$ cat config.mk
export PLATFORM = sky130hd
export DESIGN_NAME = bd_word_arbiter_flat
export DESIGN_NICKNAME = d
export VERILOG_FILES = /design/src/rtl/bd_word_arbiter_if.sv /design/src/rtl/bd_word_arbiter.sv /design/src/flat_wrapper.sv
export SDC_FILE = /design/constraint.sdc
export NUM_CORES = 1
export LEC_CHECK = 0
export CORE_MARGIN = 5
export CORE_UTILIZATION = 34
export DETAILED_ROUTE_END_ITERATION = 7
export PLACE_DENSITY = 0.89
export SLEW_MARGIN = 20
export SYNTH_ARGS = -nofsm -noshare
export SYNTH_HDL_FRONTEND = slang
export SYNTH_SLANG_ARGS = --single-unit
$ cat constraint.sdc
create_clock -name clk -period 2.2 [get_ports clk]
set_input_delay 0.44 -clock clk [delete_from_list [all_inputs] [get_ports clk]]
set_output_delay 0.44 -clock clk [all_outputs]
set_load 0.03 [all_outputs]
$ cat src/rtl/bd_word_arbiter_if.sv
// Word channel bundle between the requester sources and the BD funnel encoder input.
interface bd_word_arbiter_if #(
  parameter int unsigned NUM_REQ = 4,
  parameter int unsigned WORD_W  = 30
);
  logic [NUM_REQ*WORD_W-1:0] in_d;
  logic [NUM_REQ-1:0]        in_lock;
  logic [NUM_REQ-1:0]        in_v;
  logic [NUM_REQ-1:0]        in_a;
  logic [WORD_W-1:0]         out_d;
  logic                      out_v;
  logic                      out_a;

  // Arbiter side: consumes requester words, produces encoder words.
  modport slave (
    input  in_d, in_lock, in_v, out_a,
    output in_a, out_d, out_v
  );

  // Environment side: requesters plus encoder.
  modport master (
    output in_d, in_lock, in_v, out_a,
    input  in_a, out_d, out_v
  );
endinterface

$ cat src/rtl/bd_word_arbiter.sv
// Round-robin, packet-atomic arbiter feeding the BD funnel encoder input
// through a single output register.
module bd_word_arbiter #(
  parameter int unsigned NUM_REQ = 4,
  parameter int unsigned WORD_W  = 30,
  parameter int unsigned CNT_W   = 16,
  localparam int unsigned GID_W  = (NUM_REQ > 1) ? $clog2(NUM_REQ) : 1
) (
  input  logic             clk,
  input  logic             reset,
  bd_word_arbiter_if.slave bus,
  output logic [GID_W-1:0] grant_id,
  output logic             granted,
  output logic [CNT_W-1:0] pkt_count
);

  typedef enum logic {
    ST_IDLE  = 1'b0,
    ST_GRANT = 1'b1
  } state_e;

  state_e             state_q, state_d;
  logic [GID_W-1:0]   grant_id_q, grant_id_d;
  logic [GID_W-1:0]   rr_ptr_q, rr_ptr_d;
  logic [WORD_W-1:0]  out_d_q, out_d_d;
  logic               out_v_q, out_v_d;
  logic [CNT_W-1:0]   pkt_count_q, pkt_count_d;
  logic [NUM_REQ-1:0] in_a_c;
  logic [GID_W-1:0]   pick_idx;
  logic               pick_found;
  logic [WORD_W-1:0]  req_word [NUM_REQ];

  for (genvar gi = 0; gi < NUM_REQ; gi++) begin : g_unpack
    assign req_word[gi] = bus.in_d[gi*WORD_W +: WORD_W];
  end

  // First valid requester searching upward from rr_ptr, wrapping at NUM_REQ.
  always_comb begin
    int unsigned      cand;
    logic [GID_W-1:0] cand_idx;
    cand       = 0;
    cand_idx   = '0;
    pick_idx   = rr_ptr_q;
    pick_found = 1'b0;
    for (int unsigned k = 0; k < NUM_REQ; k++) begin
      cand = 32'(rr_ptr_q) + k;
      if (cand >= NUM_REQ) begin
        cand = cand - NUM_REQ;
      end
      cand_idx = GID_W'(cand);
      if (!pick_found && bus.in_v[cand_idx]) begin
        pick_found = 1'b1;
        pick_idx   = cand_idx;
      end
    end
  end

  // Next-state, acknowledge and output-register load/drain.
  always_comb begin
    state_d     = state_q;
    grant_id_d  = grant_id_q;
    rr_ptr_d    = rr_ptr_q;
    out_d_d     = out_d_q;
    out_v_d     = out_v_q;
    pkt_count_d = pkt_count_q;
    in_a_c      = '0;

    if (out_v_q && bus.out_a) begin
      out_v_d = 1'b0;
    end

    case (state_q)
      ST_IDLE: begin
        if (pick_found) begin
          grant_id_d = pick_idx;
          state_d    = ST_GRANT;
        end
      end
      ST_GRANT: begin
        in_a_c[grant_id_q] = bus.in_v[grant_id_q] & (~out_v_q | bus.out_a);
        if (in_a_c[grant_id_q]) begin
          out_d_d = req_word[grant_id_q];
          out_v_d = 1'b1;
          // Last word of the packet: release and demote this requester.
          if (!bus.in_lock[grant_id_q]) begin
            pkt_count_d = pkt_count_q + CNT_W'(1);
            rr_ptr_d    = (grant_id_q == GID_W'(NUM_REQ - 1)) ? '0
                                                               : grant_id_q + GID_W'(1);
            state_d     = ST_IDLE;
          end
        end
      end
      default: state_d = ST_IDLE;
    endcase
  end

  // State and output registers with synchronous active-low reset.
  always_ff @(posedge clk) begin
    if (!reset) begin
      state_q     <= ST_IDLE;
      grant_id_q  <= '0;
      rr_ptr_q    <= '0;
      out_d_q     <= '0;
      out_v_q     <= 1'b0;
      pkt_count_q <= '0;
    end else begin
      state_q     <= state_d;
      grant_id_q  <= grant_id_d;
      rr_ptr_q    <= rr_ptr_d;
      out_d_q     <= out_d_d;
      out_v_q     <= out_v_d;
      pkt_count_q <= pkt_count_d;
    end
  end

  assign bus.in_a  = in_a_c;
  assign bus.out_d = out_d_q;
  assign bus.out_v = out_v_q;
  assign grant_id  = grant_id_q;
  assign granted   = (state_q == ST_GRANT);
  assign pkt_count = pkt_count_q;

endmodule

$ cat src/flat_wrapper.sv
// flat-port wrapper written by rule: the top's interface ports become plain ports
module bd_word_arbiter_flat 
#(
  parameter int unsigned NUM_REQ = 4,
  parameter int unsigned WORD_W  = 30,
  parameter int unsigned CNT_W   = 16,
  localparam int unsigned GID_W  = (NUM_REQ > 1) ? $clog2(NUM_REQ) : 1
)
  (clk, reset, grant_id, granted, pkt_count, bus_in_d, bus_in_lock, bus_in_v, bus_out_a, bus_in_a, bus_out_d, bus_out_v);
  bd_word_arbiter_if #(.NUM_REQ(NUM_REQ), .WORD_W(WORD_W)) bus_i ();
  input  logic clk;
  input  logic reset;
  output logic [GID_W-1:0] grant_id;
  output logic granted;
  output logic [CNT_W-1:0] pkt_count;
  input wire logic [$bits(bus_i.in_d)-1:0] bus_in_d;
  input wire logic [$bits(bus_i.in_lock)-1:0] bus_in_lock;
  input wire logic [$bits(bus_i.in_v)-1:0] bus_in_v;
  input wire logic [$bits(bus_i.out_a)-1:0] bus_out_a;
  output wire logic [$bits(bus_i.in_a)-1:0] bus_in_a;
  output wire logic [$bits(bus_i.out_d)-1:0] bus_out_d;
  output wire logic [$bits(bus_i.out_v)-1:0] bus_out_v;
  assign bus_i.in_d = bus_in_d;
  assign bus_i.in_lock = bus_in_lock;
  assign bus_i.in_v = bus_in_v;
  assign bus_i.out_a = bus_out_a;
  assign bus_in_a = bus_i.in_a;
  assign bus_out_d = bus_i.out_d;
  assign bus_out_v = bus_i.out_v;
  bd_word_arbiter #(.NUM_REQ(NUM_REQ), .WORD_W(WORD_W), .CNT_W(CNT_W)) u_core (.clk(clk), .reset(reset), .bus(bus_i), .grant_id(grant_id), .granted(granted), .pkt_count(pkt_count));
endmodule
; After elaboration in Yosys (flattened, before gate mapping)
; Index checks and enable logic that the tools add are counted.
[word_totals]
regBits = 52
latch_bits = 0
mem_bits_rw = 0
romBits = 0
input_bits = 131
output_inout_bits = 54
elab_cells = 85
mem_count = 0
[op_classes]
addsub = 9
n_mul = 0
n_div = 0
n_lt_le_gt_ge = 11
n_eq_ne = 1
n_shift = 0
n_mux = 40
bitwise = 7
reduce_logical = 11
[op_table]
columns = op, count
row1 = binary-select mux 30 bit (select 2 bit), 1
row2 = 2-to-1 mux 30 bit, 2
row3 = 2-to-1 mux 1 bit, 18
row4 = 2-to-1 mux 2 bit, 9
row5 = adder 16 x 1 -> 16 bit (second input constant), 1
row6 = less-than comparator 2 x 3 -> 1 bit (second input constant), 5
row7 = binary-select mux 1 bit (select 2 bit), 7
row8 = >= comparator 3 bit (second input constant), 4
row9 = subtractor 2 x 1 -> 2 bit (second input constant), 4
row10 = adder 2 x 2 -> 3 bit (second input constant), 2
row11 = logical AND 1 bit, 5
row12 = bitwise AND 4 bit, 1
row13 = 2-to-1 mux 4 bit, 1
row14 = AND reduction 2 bit, 2
row15 = adder 2 x 1 -> 3 bit (second input constant), 1
row16 = >= comparator 2 x 3 -> 1 bit (second input constant), 1
row17 = logical NOT 1 bit, 3
row18 = inverter 1 bit, 3
row19 = inverter 2 -> 3 bit, 1
row20 = AND reduction 3 bit, 1
row21 = adder 2 x 1 -> 2 bit (second input constant), 1
row22 = demux 1 bit (select 2 bit), 1
row23 = == test 2 bit (second input constant), 1
row24 = >= comparator 2 x 1 -> 1 bit (second input constant), 1
row25 = 3 further kinds, 3

; Longest topological paths before layout
[logic_depth]
depth_word = 16
ltp_mapped = 9
ltp_nobuf = 6

; Worst setup path after synthesis
; No wires, ideal clock.
[synth_path]
kind = reg2reg
startpoint = register u_core.grant_id_q[0], in the netlist u_core.grant_id[0]
endpoint = register u_core.pkt_count_q[11], in the netlist u_core.pkt_count[11]
setup_ns = 0.070
arrival_ns = 2.375
required_time_ns = 2.130
path_slack_ns = -0.246
stages_incl_launch_ff = 9
path_buffers = 2
synth_period_minus_slack_ns = 2.446
path_cell_list = dfxtp_1 buf_4 inv_2 ha_1 or2b_1 mux4_2 buf_6 or4_1 a21oi_1
[synth_via]
elab_chain_cells = 8
elab_cells_between_ends = 15
cone_classes = order compare (2) / mux (8) / bitwise (3) / reduce/logical (2)
[synth_lines]
columns = element, line
row1 = from (decl), bd_word_arbiter.sv:23  ; logic [GID_W-1:0] grant_id_q, grant_id_d;
row2 = from (signal assigned), bd_word_arbiter.sv:108  ; grant_id_q <= grant_id_d;
row3 = less-than comparator 2 x 3 -> 1 bit (implied by the code) / >= comparator 2 x 1 -> 1 bit (equally long branches), bd_word_arbiter.sv:80  ; in_a_c[grant_id_q] = bus.in_v[grant_id_q] & (~out_v_q | bus.out_a);
row4 = logical AND 1 bit (implied by the code), bd_word_arbiter.sv:80
row5 = 2-to-1 mux 1 bit (implied by the code), bd_word_arbiter.sv:80
row6 = demux 1 bit (select 2 bit), --
row7 = bitwise AND 4 bit (no source line), --
row8 = binary-select mux 1 bit (select 2 bit), bd_word_arbiter.sv:81  ; if (in_a_c[grant_id_q]) begin
row9 = 2-to-1 mux 1 bit (implied by the code), bd_word_arbiter.sv:81
row10 = AND reduction 3 bit (no source line) *, --
row11 = to (signal assigned), bd_word_arbiter.sv:112  ; pkt_count_q <= pkt_count_d;
row12 = to (decl), bd_word_arbiter.sv:27  ; logic [CNT_W-1:0] pkt_count_q, pkt_count_d;
; Every way passes the cells marked *; elsewhere a longest branch is shown, timed or not. The select of a mux whose other input is x is not followed.
; A chain may end at the register's enable or synchronous reset.

; Final worst setup path
; Ends and elaborated chain as after synthesis.

==> flow_metrics.tcl <==
set metrics [dict create \
    outcome "complete, but fails checks" \
    violations "negative setup slack" \
    coreArea_um2 9110 \
    worstSetupEndpointType "register" \
    maxSlewViolCount 0 \
    numCtsBuffers 5 \
    intPower_mw 1.84 \
    grt_pass1_wl_mm 16.7 \
    synth_area_um2 3120 \
    cts_tree "yes" \
    hold_viol 0 \
    synthCells 294 \
    min_period_over_period 1.05 \
    cp_max_fo 14 \
    grt_usage 0.185 \
    peakVddDrop_v 0.000338 \
    instances_no_fill 616 \
    die_w_um 106 \
    avgSynthCellArea_um2 10.6 \
    grt_max_degree 48 \
    io_buffers 184 \
    gp_congestion 0.849 \
    power_density_nw_per_um2 458 \
    firstDrtPassIters 5 \
    syn_to_final_growth_pct 81.3 \
    yosys_warnings 0 \
    clk_pin_slew_ns 0.10 \
    p_leak_nw 2.16 \
    fin_area_um2 5660 \
    clk-insertion-delay-late_ns 0.30 \
    ys_ff_latch 52 \
    pwr-share-clk 0.223 \
    antenna_cells 0 \
    fin_ws_ns -0.0999 \
    cts-hold-fix-buffers 0 \
    hpwl_mm 8.90 \
    ys_types 34 \
    htreeDepth 2 \
    drive_gt1_frac 0.218 \
    crit_chain "buf_8 -> inv_8 -> ha_4 -> or2b_1 -> mux4_2 -> buf_12 -> or4_1 -> a21oi_2" \
    die_y_um 106 \
    drtAntennaViolNets 0 \
    antenna_found_initial 0 \
    placed_area_um2 5280 \
    synth_nets 430 \
    fin_nets 640 \
    rsz0062_at_grt "yes" \
    combPwrFrac 0.384 \
    ios 185 \
    startpoint_type "register" \
    crit_type "reg -> reg" \
    slew_headroom 0.674 \
    root_buffer "clkbuf_8" \
    required_ns 2.44 \
    slowest_stage "mux4_2" \
    yosysSeqAreaShare 0.334 \
    cts_buffer_depth 2 \
    switchingPower_uw 755 \
    netlist.area_leader.share 0.334 \
    die_area_um2 11200 \
    max_freq_ghz 0.435 \
    setup_viol 45 \
    seqPwrFrac 0.393 \
    viasPerCell 5.34 \
    fin_skew_ns 0.0111 \
    grt_pass1_vias 3314 \
    drc 0 \
    arrival_ns 2.54 \
    std_cell_rows 35 \
    place_ws_ns -0.592 \
    hold_class "reg -> reg" \
    dp.cells 595 \
    p_sw_frac 0.291 \
    synth_area_leaders "dfxtp_1 (33%), mux4_2 (24%), mux2i_1 (11%)" \
    cpPeakStageDelay_ns 0.51 \
    maxCapViolCount 0 \
    numClockSinks 52 \
    start_util 0.342 \
    grt_overflow 0 \
    wl_mm 11.5 \
    vias 3287 \
    fin_crit_ns 2.30 \
    routedWlPerCell_um 18.6 \
    tightest_slew_ns 0.488 \
    synth_top_area_cell "dfxtp_1" \
    drt_iter0_drc 184 \
]
[cells in the mapped netlist]
| master | n |
|---|---|
| mux2i_1 | 35 |
| a2111o_1 | 1 |
| nor3b_1 | 2 |
| o211ai_1 | 1 |
| clkbuf_1 | 12 |
| a21oi_1 | 16 |
| dfxtp_1 | 52 |
| mux4_1 | 1 |
| nor3_1 | 1 |
| inv_2 | 1 |
| buf_4 | 2 |
| nand4_1 | 5 |
| mux4_2 | 33 |
| nand2_1 | 8 |
| buf_1 | 4 |
| o221ai_1 | 1 |
| buf_2 | 5 |
| inv_1 | 4 |
| nor4_1 | 5 |
| nor2b_1 | 8 |
| o21ai_0 | 6 |
| o31ai_1 | 9 |
| or3_1 | 1 |
| or2b_1 | 3 |
| nor2_1 | 34 |
| nand2b_1 | 7 |
| or4_1 | 9 |
| and4_1 | 2 |
| buf_6 | 1 |
| and2_1 | 4 |
| ha_1 | 5 |
| and3_1 | 3 |
| a221oi_1 | 1 |
| nand3_1 | 12 |
[power groups by stage]
stage	combinational [mW]	sequential [mW]	clock, mW
floorplan	0.342	1.13	0
finish	0.994	1.02	0.578
global route	1.05	1.03	0.626
CTS	0.903	1.02	0.592
global placement	0.868	1.04	0
detailed placement	0.890	1.04	0
[routing by layer]
metal  vias up  track usage  wire (um)
li1       1536            -          -
met1      1592        0.204       4340
met2       143        0.354       6210
met3        16       0.0423        749
met4         0       0.0453        169
met5         -            0          0
[flip-flops by register name, summed over array words and instances, names as in the netlist]
register and cells:
u_core.bus.out_v 1, u_core.rr_ptr_q 2, u_core.bus.out_d 30, u_core.pkt_count 16, u_core.granted 1, u_core.grant_id 2
[worst max-delay path: cells and delay by family, from the launching register on]
kind	cells	cell delay, ns
AO/OA/AOI/OAI	1	0.13
adder cells (fa/ha/maj)	1	0.12
buffers and inverters	3	0.37
flip-flops	1	0.38
multiplexers	1	0.51
AND/OR/NAND/NOR	2	0.72
[through the flow]
stage	power [mW]	hold slack (ns)	setup TNS, ns	util
after detailed placement	1.93	0.472	-8.05	0.579
final	2.59	0.481	-1.83	0.621
after global placement	1.91	0.458	-6.66	0.579
after global routing	2.70	0.503	-5.22	0.621
after CTS	2.51	0.489	-1.16	0.593
after floorplan	1.47	0.463	-0.260	-
[cells by family (layout without fill, tap and decap cells)]
family                   after synthesis  count (layout)  synth area share
buffers and inverters                 29             240            0.0417
AO/OA/AOI/OAI                         35              35            0.0686
flip-flops                            52              52             0.334
adder cells (fa/ha/maj)                5               5            0.0201
AND/OR/NAND/NOR                      104             104             0.177
multiplexers                          69              69             0.359
[cells in the final DEF (no fill, tap or decap), types with 2 or more instances in the layout]
cell             netlist  final
buf_6                  1      8
nand3_1               12     11
nand2_1                8      8
buf_12                 0      3
a21oi_2                0      5
nand2b_1               7      7
dfxtp_4                0      2
nor3b_1                2      2
and3_1                 3      2
and2_4                 0      3
or2b_1                 3      3
mux2i_1               35     33
dlygate4sd2_1          0      4
or4_1                  9      8
buf_8                  0      3
clkbuf_8               0      6
nor2_1                34     33
buf_4                  2     30
a21oi_1               16     11
nor4_1                 5      5
nor2b_1                8      8
and4_1                 2      2
ha_4                   0      4
nand4_1                5      5
mux2i_2                0      2
clkbuf_16              0      3
mux4_2                33     34
o31ai_1                9      9
clkdlybuf4s50_1        0    175
o21ai_0                6      6
dfxtp_1               52     50
inv_1                  4      3
[repair_timing]
action | CTS | global route
gates resized for setup | 18 | 28
pin swaps | 2 | 21
hold endpoints to repair | 0 | 0
gates cloned | 0 | 4
endpoints found under the setup margin | 47 | 47
setup buffers | 1 | 8
[area by class of cell]
cell class                 count  area, um^2
fill                         744        3450
clock buffer                   7        86.3
sequential                    52        1050
clock inverter                 1        7.51
tap                          111         139
multi-input combinational    213        2050
timing repair buffer         227        2290
inverter                       5        28.8
[worst paths after layout]
path	start	end	slack [ns]	cells past startpoint
max reg2reg	u_core.grant_id[0]$_SDFFE_PN0P_	u_core.pkt_count[11]$_SDFFE_PN0P_	-0.1	8
min reg2reg	u_core.pkt_count[15]$_SDFFE_PN0P_	u_core.pkt_count[15]$_SDFFE_PN0P_	0.48	2
min	u_core.pkt_count[15]$_SDFFE_PN0P_	u_core.pkt_count[15]$_SDFFE_PN0P_	0.48	2
max	u_core.grant_id[0]$_SDFFE_PN0P_	u_core.pkt_count[11]$_SDFFE_PN0P_	-0.1	8
Note: power is estimated with default switching activity, not from simulation.
